**src/rtl/ysyx_24100006_wbu_if.sv**
```systemverilog
// Handshake bundle between the memory-access stage and write-back.
// The mem stage is the master; the write-back unit is the slave.
interface ysyx_24100006_wbu_if;
    logic        wb_in_valid;
    logic        wb_in_ready;
    logic        is_break_i;
    logic        irq_i;
    logic        gpr_we_i;
    logic [3:0]  gpr_waddr_i;
    logic [31:0] gpr_wdata_i;
    logic        csr_we_i;
    logic [11:0] csr_waddr_i;
    logic [31:0] csr_wdata_i;

    modport master (
        output wb_in_valid, is_break_i, irq_i,
        output gpr_we_i, gpr_waddr_i, gpr_wdata_i,
        output csr_we_i, csr_waddr_i, csr_wdata_i,
        input  wb_in_ready
    );

    modport slave (
        input  wb_in_valid, is_break_i, irq_i,
        input  gpr_we_i, gpr_waddr_i, gpr_wdata_i,
        input  csr_we_i, csr_waddr_i, csr_wdata_i,
        output wb_in_ready
    );
endinterface

```
**src/rtl/ysyx_24100006_wbu.sv**
```systemverilog
// Write-back/commit stage: 1-entry holding register, RV32E GPR file,
// machine CSRs, retire/cycle counters and ebreak halt.
module ysyx_24100006_wbu #(
    parameter logic [31:0] MSTATUS_RST = 32'h0000_1800,
    parameter logic [31:0] TRAP_CAUSE  = 32'd11
) (
    input  logic                      clk,
    input  logic                      reset,
    ysyx_24100006_wbu_if.slave        up,
    input  logic                      wb_hold,
    input  logic [3:0]                rs1_addr,
    input  logic [3:0]                rs2_addr,
    output logic [31:0]               rs1_data,
    output logic [31:0]               rs2_data,
    input  logic [11:0]               csr_raddr,
    output logic [31:0]               csr_rdata,
    output logic [31:0]               mtvec_o,
    output logic                      fw_valid,
    output logic [3:0]                fw_addr,
    output logic [31:0]               fw_data,
    output logic                      commit_o,
    output logic                      halt_o
);
    typedef enum logic {RUN, HALT} state_t;

    state_t      state;
    state_t      state_nxt;
    logic        halted;

    logic        valid_r;
    logic        brk_r;
    logic        irq_r;
    logic        gpr_we_r;
    logic [3:0]  gpr_waddr_r;
    logic [31:0] gpr_wdata_r;
    logic        csr_we_r;
    logic [11:0] csr_waddr_r;
    logic [31:0] csr_wdata_r;

    logic [31:0] regs [16];
    logic [31:0] mstatus;
    logic [31:0] mtvec;
    logic [31:0] mepc;
    logic [31:0] mcause;
    logic [63:0] mcycle;
    logic [63:0] minstret;

    logic        commit;
    logic        accept;

    always_ff @(posedge clk) begin
        if (reset) state <= RUN;
        else       state <= state_nxt;
    end

    always_comb begin
        state_nxt = state;
        unique case (state)
            RUN:  if (commit && brk_r) state_nxt = HALT;
            HALT: state_nxt = HALT;
        endcase
    end

    always_comb begin
        halted = (state == HALT);
        halt_o = halted;
    end

    assign commit         = valid_r & ~wb_hold & ~halted;
    assign up.wb_in_ready = ~halted & (~valid_r | commit);
    assign accept         = up.wb_in_valid & up.wb_in_ready;
    assign commit_o       = commit;

    assign fw_valid = valid_r & gpr_we_r & (gpr_waddr_r != 4'd0);
    assign fw_addr  = gpr_waddr_r;
    assign fw_data  = gpr_wdata_r;
    assign mtvec_o  = mtvec;

    always_ff @(posedge clk) begin
        if (reset) begin
            valid_r     <= 1'b0;
            brk_r       <= 1'b0;
            irq_r       <= 1'b0;
            gpr_we_r    <= 1'b0;
            gpr_waddr_r <= '0;
            gpr_wdata_r <= '0;
            csr_we_r    <= 1'b0;
            csr_waddr_r <= '0;
            csr_wdata_r <= '0;
        end else if (accept) begin
            valid_r     <= 1'b1;
            brk_r       <= up.is_break_i;
            irq_r       <= up.irq_i;
            gpr_we_r    <= up.gpr_we_i;
            gpr_waddr_r <= up.gpr_waddr_i;
            gpr_wdata_r <= up.gpr_wdata_i;
            csr_we_r    <= up.csr_we_i;
            csr_waddr_r <= up.csr_waddr_i;
            csr_wdata_r <= up.csr_wdata_i;
        end else if (commit) begin
            valid_r <= 1'b0;
        end
    end

    always_ff @(posedge clk) begin
        if (reset) begin
            for (int i = 0; i < 16; i++) regs[i] <= '0;
        end else if (commit && fw_valid) begin
            regs[gpr_waddr_r] <= gpr_wdata_r;
        end
    end

    // Trap entry takes precedence over any explicit CSR write it carries.
    always_ff @(posedge clk) begin
        if (reset) begin
            mstatus  <= MSTATUS_RST;
            mtvec    <= '0;
            mepc     <= '0;
            mcause   <= '0;
            mcycle   <= '0;
            minstret <= '0;
        end else begin
            mcycle   <= mcycle + 64'd1;
            minstret <= minstret + 64'(commit);
            if (commit && irq_r) begin
                mepc       <= csr_wdata_r;
                mcause     <= TRAP_CAUSE;
                mstatus[7] <= mstatus[3];
                mstatus[3] <= 1'b0;
            end else if (commit && csr_we_r) begin
                case (csr_waddr_r)
                    12'h300: mstatus <= csr_wdata_r;
                    12'h305: mtvec   <= csr_wdata_r;
                    12'h341: mepc    <= csr_wdata_r;
                    12'h342: mcause  <= csr_wdata_r;
                    default: ;
                endcase
            end
        end
    end

    always_comb begin
        rs1_data = (rs1_addr == 4'd0) ? 32'd0 : regs[rs1_addr];
        rs2_data = (rs2_addr == 4'd0) ? 32'd0 : regs[rs2_addr];
        if (commit && fw_valid && fw_addr == rs1_addr) rs1_data = fw_data;
        if (commit && fw_valid && fw_addr == rs2_addr) rs2_data = fw_data;
    end

    always_comb begin
        csr_rdata = '0;
        case (csr_raddr)
            12'h300: csr_rdata = mstatus;
            12'h305: csr_rdata = mtvec;
            12'h341: csr_rdata = mepc;
            12'h342: csr_rdata = mcause;
            12'hB00: csr_rdata = mcycle[31:0];
            12'hB80: csr_rdata = mcycle[63:32];
            12'hB02: csr_rdata = minstret[31:0];
            12'hB82: csr_rdata = minstret[63:32];
            12'hF11: csr_rdata = 32'h7973_7978;
            12'hF12: csr_rdata = 32'd24100006;
            default: csr_rdata = '0;
        endcase
    end
endmodule
```
**src/flat_wrapper.sv**
```systemverilog
// flat-port wrapper written by rule: the top's interface ports become plain ports
module ysyx_24100006_wbu_flat 
#(
    parameter logic [31:0] MSTATUS_RST = 32'h0000_1800,
    parameter logic [31:0] TRAP_CAUSE  = 32'd11
)
  (clk, reset, wb_hold, rs1_addr, rs2_addr, rs1_data, rs2_data, csr_raddr, csr_rdata, mtvec_o, fw_valid, fw_addr, fw_data, commit_o, halt_o, up_wb_in_valid, up_is_break_i, up_irq_i, up_gpr_we_i, up_gpr_waddr_i, up_gpr_wdata_i, up_csr_we_i, up_csr_waddr_i, up_csr_wdata_i, up_wb_in_ready);
  ysyx_24100006_wbu_if up_i ();
  input  logic clk;
  input  logic reset;
  input  logic wb_hold;
  input  logic [3:0] rs1_addr;
  input  logic [3:0] rs2_addr;
  output logic [31:0] rs1_data;
  output logic [31:0] rs2_data;
  input  logic [11:0] csr_raddr;
  output logic [31:0] csr_rdata;
  output logic [31:0] mtvec_o;
  output logic fw_valid;
  output logic [3:0] fw_addr;
  output logic [31:0] fw_data;
  output logic commit_o;
  output logic halt_o;
  input wire logic [$bits(up_i.wb_in_valid)-1:0] up_wb_in_valid;
  input wire logic [$bits(up_i.is_break_i)-1:0] up_is_break_i;
  input wire logic [$bits(up_i.irq_i)-1:0] up_irq_i;
  input wire logic [$bits(up_i.gpr_we_i)-1:0] up_gpr_we_i;
  input wire logic [$bits(up_i.gpr_waddr_i)-1:0] up_gpr_waddr_i;
  input wire logic [$bits(up_i.gpr_wdata_i)-1:0] up_gpr_wdata_i;
  input wire logic [$bits(up_i.csr_we_i)-1:0] up_csr_we_i;
  input wire logic [$bits(up_i.csr_waddr_i)-1:0] up_csr_waddr_i;
  input wire logic [$bits(up_i.csr_wdata_i)-1:0] up_csr_wdata_i;
  output wire logic [$bits(up_i.wb_in_ready)-1:0] up_wb_in_ready;
  assign up_i.wb_in_valid = up_wb_in_valid;
  assign up_i.is_break_i = up_is_break_i;
  assign up_i.irq_i = up_irq_i;
  assign up_i.gpr_we_i = up_gpr_we_i;
  assign up_i.gpr_waddr_i = up_gpr_waddr_i;
  assign up_i.gpr_wdata_i = up_gpr_wdata_i;
  assign up_i.csr_we_i = up_csr_we_i;
  assign up_i.csr_waddr_i = up_csr_waddr_i;
  assign up_i.csr_wdata_i = up_csr_wdata_i;
  assign up_wb_in_ready = up_i.wb_in_ready;
  ysyx_24100006_wbu #(.MSTATUS_RST(MSTATUS_RST), .TRAP_CAUSE(TRAP_CAUSE)) u_core (.clk(clk), .reset(reset), .up(up_i), .wb_hold(wb_hold), .rs1_addr(rs1_addr), .rs2_addr(rs2_addr), .rs1_data(rs1_data), .rs2_data(rs2_data), .csr_raddr(csr_raddr), .csr_rdata(csr_rdata), .mtvec_o(mtvec_o), .fw_valid(fw_valid), .fw_addr(fw_addr), .fw_data(fw_data), .commit_o(commit_o), .halt_o(halt_o));
endmodule
```
**config.mk**
```make
export PLATFORM = sky130hd
export DESIGN_NAME = ysyx_24100006_wbu_flat
export DESIGN_NICKNAME = d
export VERILOG_FILES = /design/src/rtl/ysyx_24100006_wbu_if.sv /design/src/rtl/ysyx_24100006_wbu.sv /design/src/flat_wrapper.sv
export SDC_FILE = /design/constraint.sdc
export NUM_CORES = 2
export LEC_CHECK = 0
export CAP_MARGIN = 15
export CORE_MARGIN = 10
export CORE_UTILIZATION = 55
export DETAILED_ROUTE_END_ITERATION = 7
export DONT_BUFFER_PORTS = 1
export PLACE_DENSITY = 0.71
export SYNTH_ARGS = -nofsm -noshare
export SYNTH_HDL_FRONTEND = slang
export SYNTH_SLANG_ARGS = --single-unit
```
**constraint.sdc**
```tcl
create_clock -name clk -period 4.2 [get_ports clk]
set_input_delay 0.84 -clock clk [delete_from_list [all_inputs] [get_ports clk]]
set_output_delay 0.84 -clock clk [all_outputs]
set_load 0.005 [all_outputs]
```
# Yosys cells after proc, flatten, opt, wreduce, memory -nomap -nowiden
# Memories as Yosys holds them, arrays and structs flattened.
# Cells that the tools add are included.
[totals]
output_inout_bits = 168
inputBits = 108
ff_bits = 342
mem_bits_rw = 512
mem_count = 1
[memory_table]
columns = ["name", "depth", "word_bits", "read_ports", "rd_clocked_by_memory_dff", "wr", "line_no", "source"]
rows = [
  ["u_core.regs", 16, 32, 2, 0, 16, "ysyx_24100006_wbu.sv:40", "logic [31:0] regs [16];"],
]
[classes]
muxes = 26
addsub = 2
n_reduce_logical = 23
n_eq_ne = 16
n_bitwise = 11
[op_table]
columns = ["cell", "n"]
rows = [
  ["case mux 32 bit (10 select lines)", 1],
  ["two-way mux 32 bit", 8],
  ["equality test 12 x 10 -> 1 bit, second input constant", 8],
  ["equality test 12 bit, second input constant", 6],
  ["adder 64 x 1 -> 64 bit", 1],
  ["adder 64 x 1 -> 64 bit, second input constant", 1],
  ["OR reduction 32 bit", 1],
  ["two-way mux 4 bit", 4],
  ["two-way mux 8 bit", 2],
  ["two-way mux 1 bit", 10],
  ["AND reduction 2 bit", 5],
  ["nonzero test 2 bit", 5],
  ["equality test 4 bit", 2],
  ["logical NOT 4 bit", 2],
  ["bitwise AND 1 bit", 6],
  ["logical AND 1 bit", 6],
  ["AND reduction 3 bit", 2],
  ["NOT 1 bit", 4],
  ["nonzero test 4 bit", 1],
  ["case mux 1 bit (2 select lines)", 1],
  ["OR reduction 2 bit", 1],
  ["bitwise OR 1 bit", 1],
]

# Logic depth before layout (Yosys ltp)
[depth]
ltp_word = 9
mapped_depth = 9
depth_no_buf = 8

# Worst setup path before layout
# Ideal clock, no wire load.
[synth_path]
path_type = "input-to-output"
startpoint = "input port rs2_addr[0]"
endpoint = "output port rs2_data[13]"
stages = 7
path_slack_ns = 0.626
n_path_buf = 3
arrival_ns = 2.734
t_required_ns = 3.360
cell_sequence = "clkbuf_1 -> clkbuf_1 -> buf_2 -> mux4_2 -> mux2i_1 -> a21oi_1 -> a22o_1"
[synth_between]
elab_chain_len = 3
[synth_lines]
columns = ["item", "line_no", "source"]
rows = [
  ["start: declaration", "flat_wrapper.sv:13", "input logic [3:0] rs2_addr;"],
  ["memory (16 x 32 bit) (tied with other cells)", "--", ""],
  ["two-way mux 32 bit or logical AND 1 bit (tied branches)", "ysyx_24100006_wbu.sv:144, ysyx_24100006_wbu.sv:146", ""],
  ["two-way mux 32 bit (*)", "ysyx_24100006_wbu.sv:146", "if (commit && fw_valid && fw_addr == rs2_addr) rs2_data = fw_data;"],
  ["end: declaration", "flat_wrapper.sv:15", "output logic [31:0] rs2_data;"],
]
# Every way passes the cells marked *; elsewhere a longest branch is shown, timed or not.

# Final worst setup path
[layout_path]
startpoint = "register u_core.gpr_waddr_r[2], in the netlist u_core.fw_addr[2]"
endpoint = "output port rs1_data[22]"
[layout_between]
elab_chain_len = 5
[layout_lines]
columns = ["item", "line_no", "source"]
rows = [
  ["start: declaration", "ysyx_24100006_wbu.sv:34", "logic [3:0] gpr_waddr_r;"],
  ["start signal: assignment", "ysyx_24100006_wbu.sv:95", "gpr_waddr_r <= up.gpr_waddr_i;"],
  ["nonzero test 4 bit", "ysyx_24100006_wbu.sv:74", "assign fw_valid = valid_r & gpr_we_r & (gpr_waddr_r != 4'd0);"],
  ["bitwise AND 1 bit", "ysyx_24100006_wbu.sv:74", ""],
  ["logical AND 1 bit", "ysyx_24100006_wbu.sv:145", "if (commit && fw_valid && fw_addr == rs1_addr) rs1_data = fw_data;"],
  ["logical AND 1 bit (*)", "ysyx_24100006_wbu.sv:145", ""],
  ["two-way mux 32 bit (*)", "ysyx_24100006_wbu.sv:145", ""],
  ["end: declaration", "flat_wrapper.sv:14", "output logic [31:0] rs1_data;"],
]
# Marked as above.

==> impl_metrics.csv <==
group,metric,value,unit
synthesis,synth_top_area_share,36.1,%
worst_setup_path,end_kind,"output port",
drt,first_iter_violations,3747,
place,gp_congestion,1.02,
clock_tree,cts.sinks,854,
min_path,hold_class,"in -> reg",
synthesis,ys_seq_elements,854,
clock_tree,cts-htree-levels,3,
worst_setup_path,max_stage_delay,0.85,ns
drt,drc,4,
synthesis,ys_warn_count,0,
sta,max_slew_margin,19.7,%
cells_and_area,layout.nets,3817,
status,status,"finished, violations left",
clock_tree,cts_root_buf,"clkbuf_16",
global_routing,grt_pass1_wl,206000,µm
drt,ant_nets,0,
worst_setup_path,cp.depth,8,
clock_tree,post_cts_resized,0,
floorplan,die_w,298,µm
clock_tree,cts_setup_buffers,0,
global_routing,grt_max_degree,363,
clock_tree,cts_buffers,93,
sta,fmax,244,MHz
worst_setup_path,worstPathCellList,"o41a_1 > nand2_1 > nor2_4 > buf_4 > nand2_1 > o21ai_0 > buf_4 > buf_4",
clock_tree,clockBufferDepth,3,
worst_setup_path,slowest_stage,"dfxtp_1",
synthesis,synthFlopType,"edfxtp_1",
sta,finalCriticalPeriod,4.10,ns
worst_setup_path,cpMostUsedCell,"buf_4",
floorplan,coreArea,0.0763,mm²
global_routing,antenna_found_initial,2,
global_routing,track_usage,30.6,%
synthesis,yosysTopAreaCell,"edfxtp_1",
clock_tree,worstSkewPairLatency,0.66,ns
sta,worst_slack,0.0975,ns
sta,worstMarginPinSlew,1.20,ns
place,dpl.hpwl,87700,µm
clock_tree,clkTransAtPathRegs,0.06,ns
floorplan,dieArea,0.0890,mm²
worst_setup_path,r2r_setup_slack,0.96,ns
worst_setup_path,crit_start,"u_core.fw_addr[2]",
sta,finalClockSkew,0.0342,ns
synthesis,yosysSeqAreaShare,52.2,%
floorplan,rows,101,
synthesis,async_reset_ff_share,0,%
synthesis,syn_area_per_cell,11.3,µm²
worst_setup_path,crit_fanout,21,
run,drv_cap,0,
sta,fin_worst_hold_slack,0.304,ns
drt,first_pass_iters,8,
sta,rsz0062_at_grt,"no",
power_and_ir_drop,p_leak,17.1,nW
worst_setup_path,critPathTopFamily,"flip-flops",
worst_setup_path,start_kind,"flip-flop",
drt,avgViaCountPerCell,6.62,
worst_setup_path,r2r_cells,6,
synthesis,syn_inst,3760,
worst_setup_path,worst-path-buf-inv,3,
sta,tns,0,ns
synthesis,ys_types,61,
place,port_buffers,0,
worst_setup_path,crit_end,"rs1_data[22]",
power_and_ir_drop,ir_drop,0.333,mV
floorplan,die_h,298,µm
floorplan,io_pins,276,
worst_setup_path,cp.arrival,3.26,ns
drt,post_drt_wl_per_cell,29.2,µm
worst_setup_path,reg2reg_to,"u_core.regs[12][25]",
cells_and_area,post_route_cells_drive_above_1_share,14.4,%
floorplan,start_util,55.8,%
global_routing,grt.overflow.total,0,
sta,finalHoldViolations,0,
worst_setup_path,r2r-start,"u_core.fw_addr[2]",
sta,timing.final.crit_share,97.7,%
min_path,whs_path_depth,1,
synthesis,syn_area,0.0426,mm²
cells_and_area,syn_to_final_growth,10.8,%
clock_tree,cts_tree,"built",
place,dp_worst_setup_slack,0.563,ns
clock_tree,ctsHoldBuffers,0,
worst_setup_path,worstPathRequired,3.36,ns
sta,final-setup-viol-count,0,
drt,drt-total-wl,141000,µm
global_routing,grt_pass1_vias,30889,
synthesis,synth-edff-count,512,
synthesis,synth_area_leaders,"edfxtp_1, dfxtp_1, mux4_2, and2_1, mux2i_1",
power_and_ir_drop,powerDensity,397,mW/mm²
worst_setup_path,path_class,"reg -> out",
status,failed_checks,"design-rule violations",
sta,drv_slew,0,
drt,vias,31888,
-- how the worst min path moves through the flow --
stage	from	endpoint	slack [ns]
floorplan	u_core.csr_we_r	u_core.csr_we_r	0.43
global placement	u_core.mcause[8]	u_core.mcause[8]	0.44
detailed placement	u_core.mepc[31]	u_core.mepc[31]	0.44
CTS	reset	u_core.fw_data[27]	0.27
global route	reset	u_core.fw_data[27]	0.27
finish	reset	u_core.fw_data[30]	0.30
-- synth_stat cells (all sizes together), types with 3 or more instances --
library cell,n
edfxtp,512
and2,485
nand2,393
dfxtp,342
a21oi,326
clkbuf,274
mux2i,242
mux4,194
nor2,175
nand3,71
a221oi,70
o21ai,63
nand4,55
or4,49
xor2,43
buf,42
o31ai,40
or3,34
o22ai,33
a22o,32
o21a,31
o22a,31
nor3,25
a22oi,23
xnor2,20
nor4,18
or2,18
inv,17
a222oi,15
and4,14
mux2,14
and3,12
nor2b,7
nand2b,6
nand4b,5
ha,3
o2bb2ai,3
or4b,3
-- through the flow --
stage	util, %	cells	power, W	cell area [µm²]
final	61.8	4814	0.0188	47200
after global routing	61.8	4813	0.0192	47200
after CTS	61.8	4813	0.0188	47200
after detailed placement	57.8	4641	0.0107	44200
after global placement	57.8	4641	0.0107	44200
after floorplan	-	3791	0.0104	42700
-- registers in the layout (all words and copies together) (netlist names) --
| register | count |
|---|---|
| u_core.mcause | 32 |
| u_core.minstret | 64 |
| u_core.gpr_we_r | 1 |
| u_core.fw_addr | 4 |
| u_core.csr_waddr_r | 12 |
| u_core.mepc | 32 |
| u_core.regs | 512 |
| u_core.fw_data | 32 |
| u_core.halt_o | 1 |
| u_core.mstatus | 32 |
| u_core.valid_r | 1 |
| u_core.mtvec_o | 32 |
| u_core.mcycle | 64 |
| u_core.csr_wdata_r | 32 |
| u_core.irq_r | 1 |
| u_core.brk_r | 1 |
| u_core.csr_we_r | 1 |
-- placed cells by master, fill, tap and decap left out, types with 69 or more instances in the layout --
cell / synthesis / routed
mux4_2: 194 / 194
a221oi_1: 70 / 70
dfxtp_1: 342 / 342
edfxtp_1: 512 / 512
nand2_1: 393 / 392
nand3_1: 70 / 69
mux2i_1: 242 / 242
buf_4: 0 / 123
nor2_1: 175 / 160
clkbuf_16: 0 / 97
a21oi_1: 326 / 326
and2_1: 485 / 484
-- power by group --
group | total, W | leakage, nW | switching (W) | internal [W]
clock network | 0.00819 | 1.50 | 0.00344 | 0.00475
logic | 0.00121 | 7.55 | 0.000614 | 0.000593
registers | 0.00936 | 8.02 | 0.000261 | 0.00910
-- per-layer routing --
layer	vias up	track usage (%)	wire length (µm)
met4	2	14.6	7220
met3	372	7.16	14000
met2	1805	50.8	67900
met1	15860	37.4	51400
met5	-	0	11
li1	13849	-	-
-- cell type report --
cell class                 instances  area (µm²)
sequential                       854       22200
inverter                          17        63.8
tap                             1030        1290
timing repair buffer             136        1180
fill                            6053       29100
multi-input combinational       2604       19400
clock buffer                     124        2620
clock inverter                    48         427
antenna                            1        2.50
-- kinds of logic (layout without fill, tap and decap cells) --
family	Yosys count	after routing	share of synthesized area [%]
and+or+nand+nor	1377	1377	17.0
adders and majority gates	3	3	0.0881
xor gates and xnor gates	63	63	1.30
DFF	854	854	52.2
AOI/OAI and AO/OA	679	679	10.1
buffers and inverters	333	325	3.01
muxes	450	450	16.3
other	1	33	0.00880
-- worst register-to-register path: stages, from the launching register on --
cell	delay [ns]
dfxtp_1	0.85
o41a_1	0.41
nand2_1	0.25
or4_1	0.62
nor2_4	0.15
or2_2	0.43
buf_12	0.24
Power figures use the tool's default switching activity.
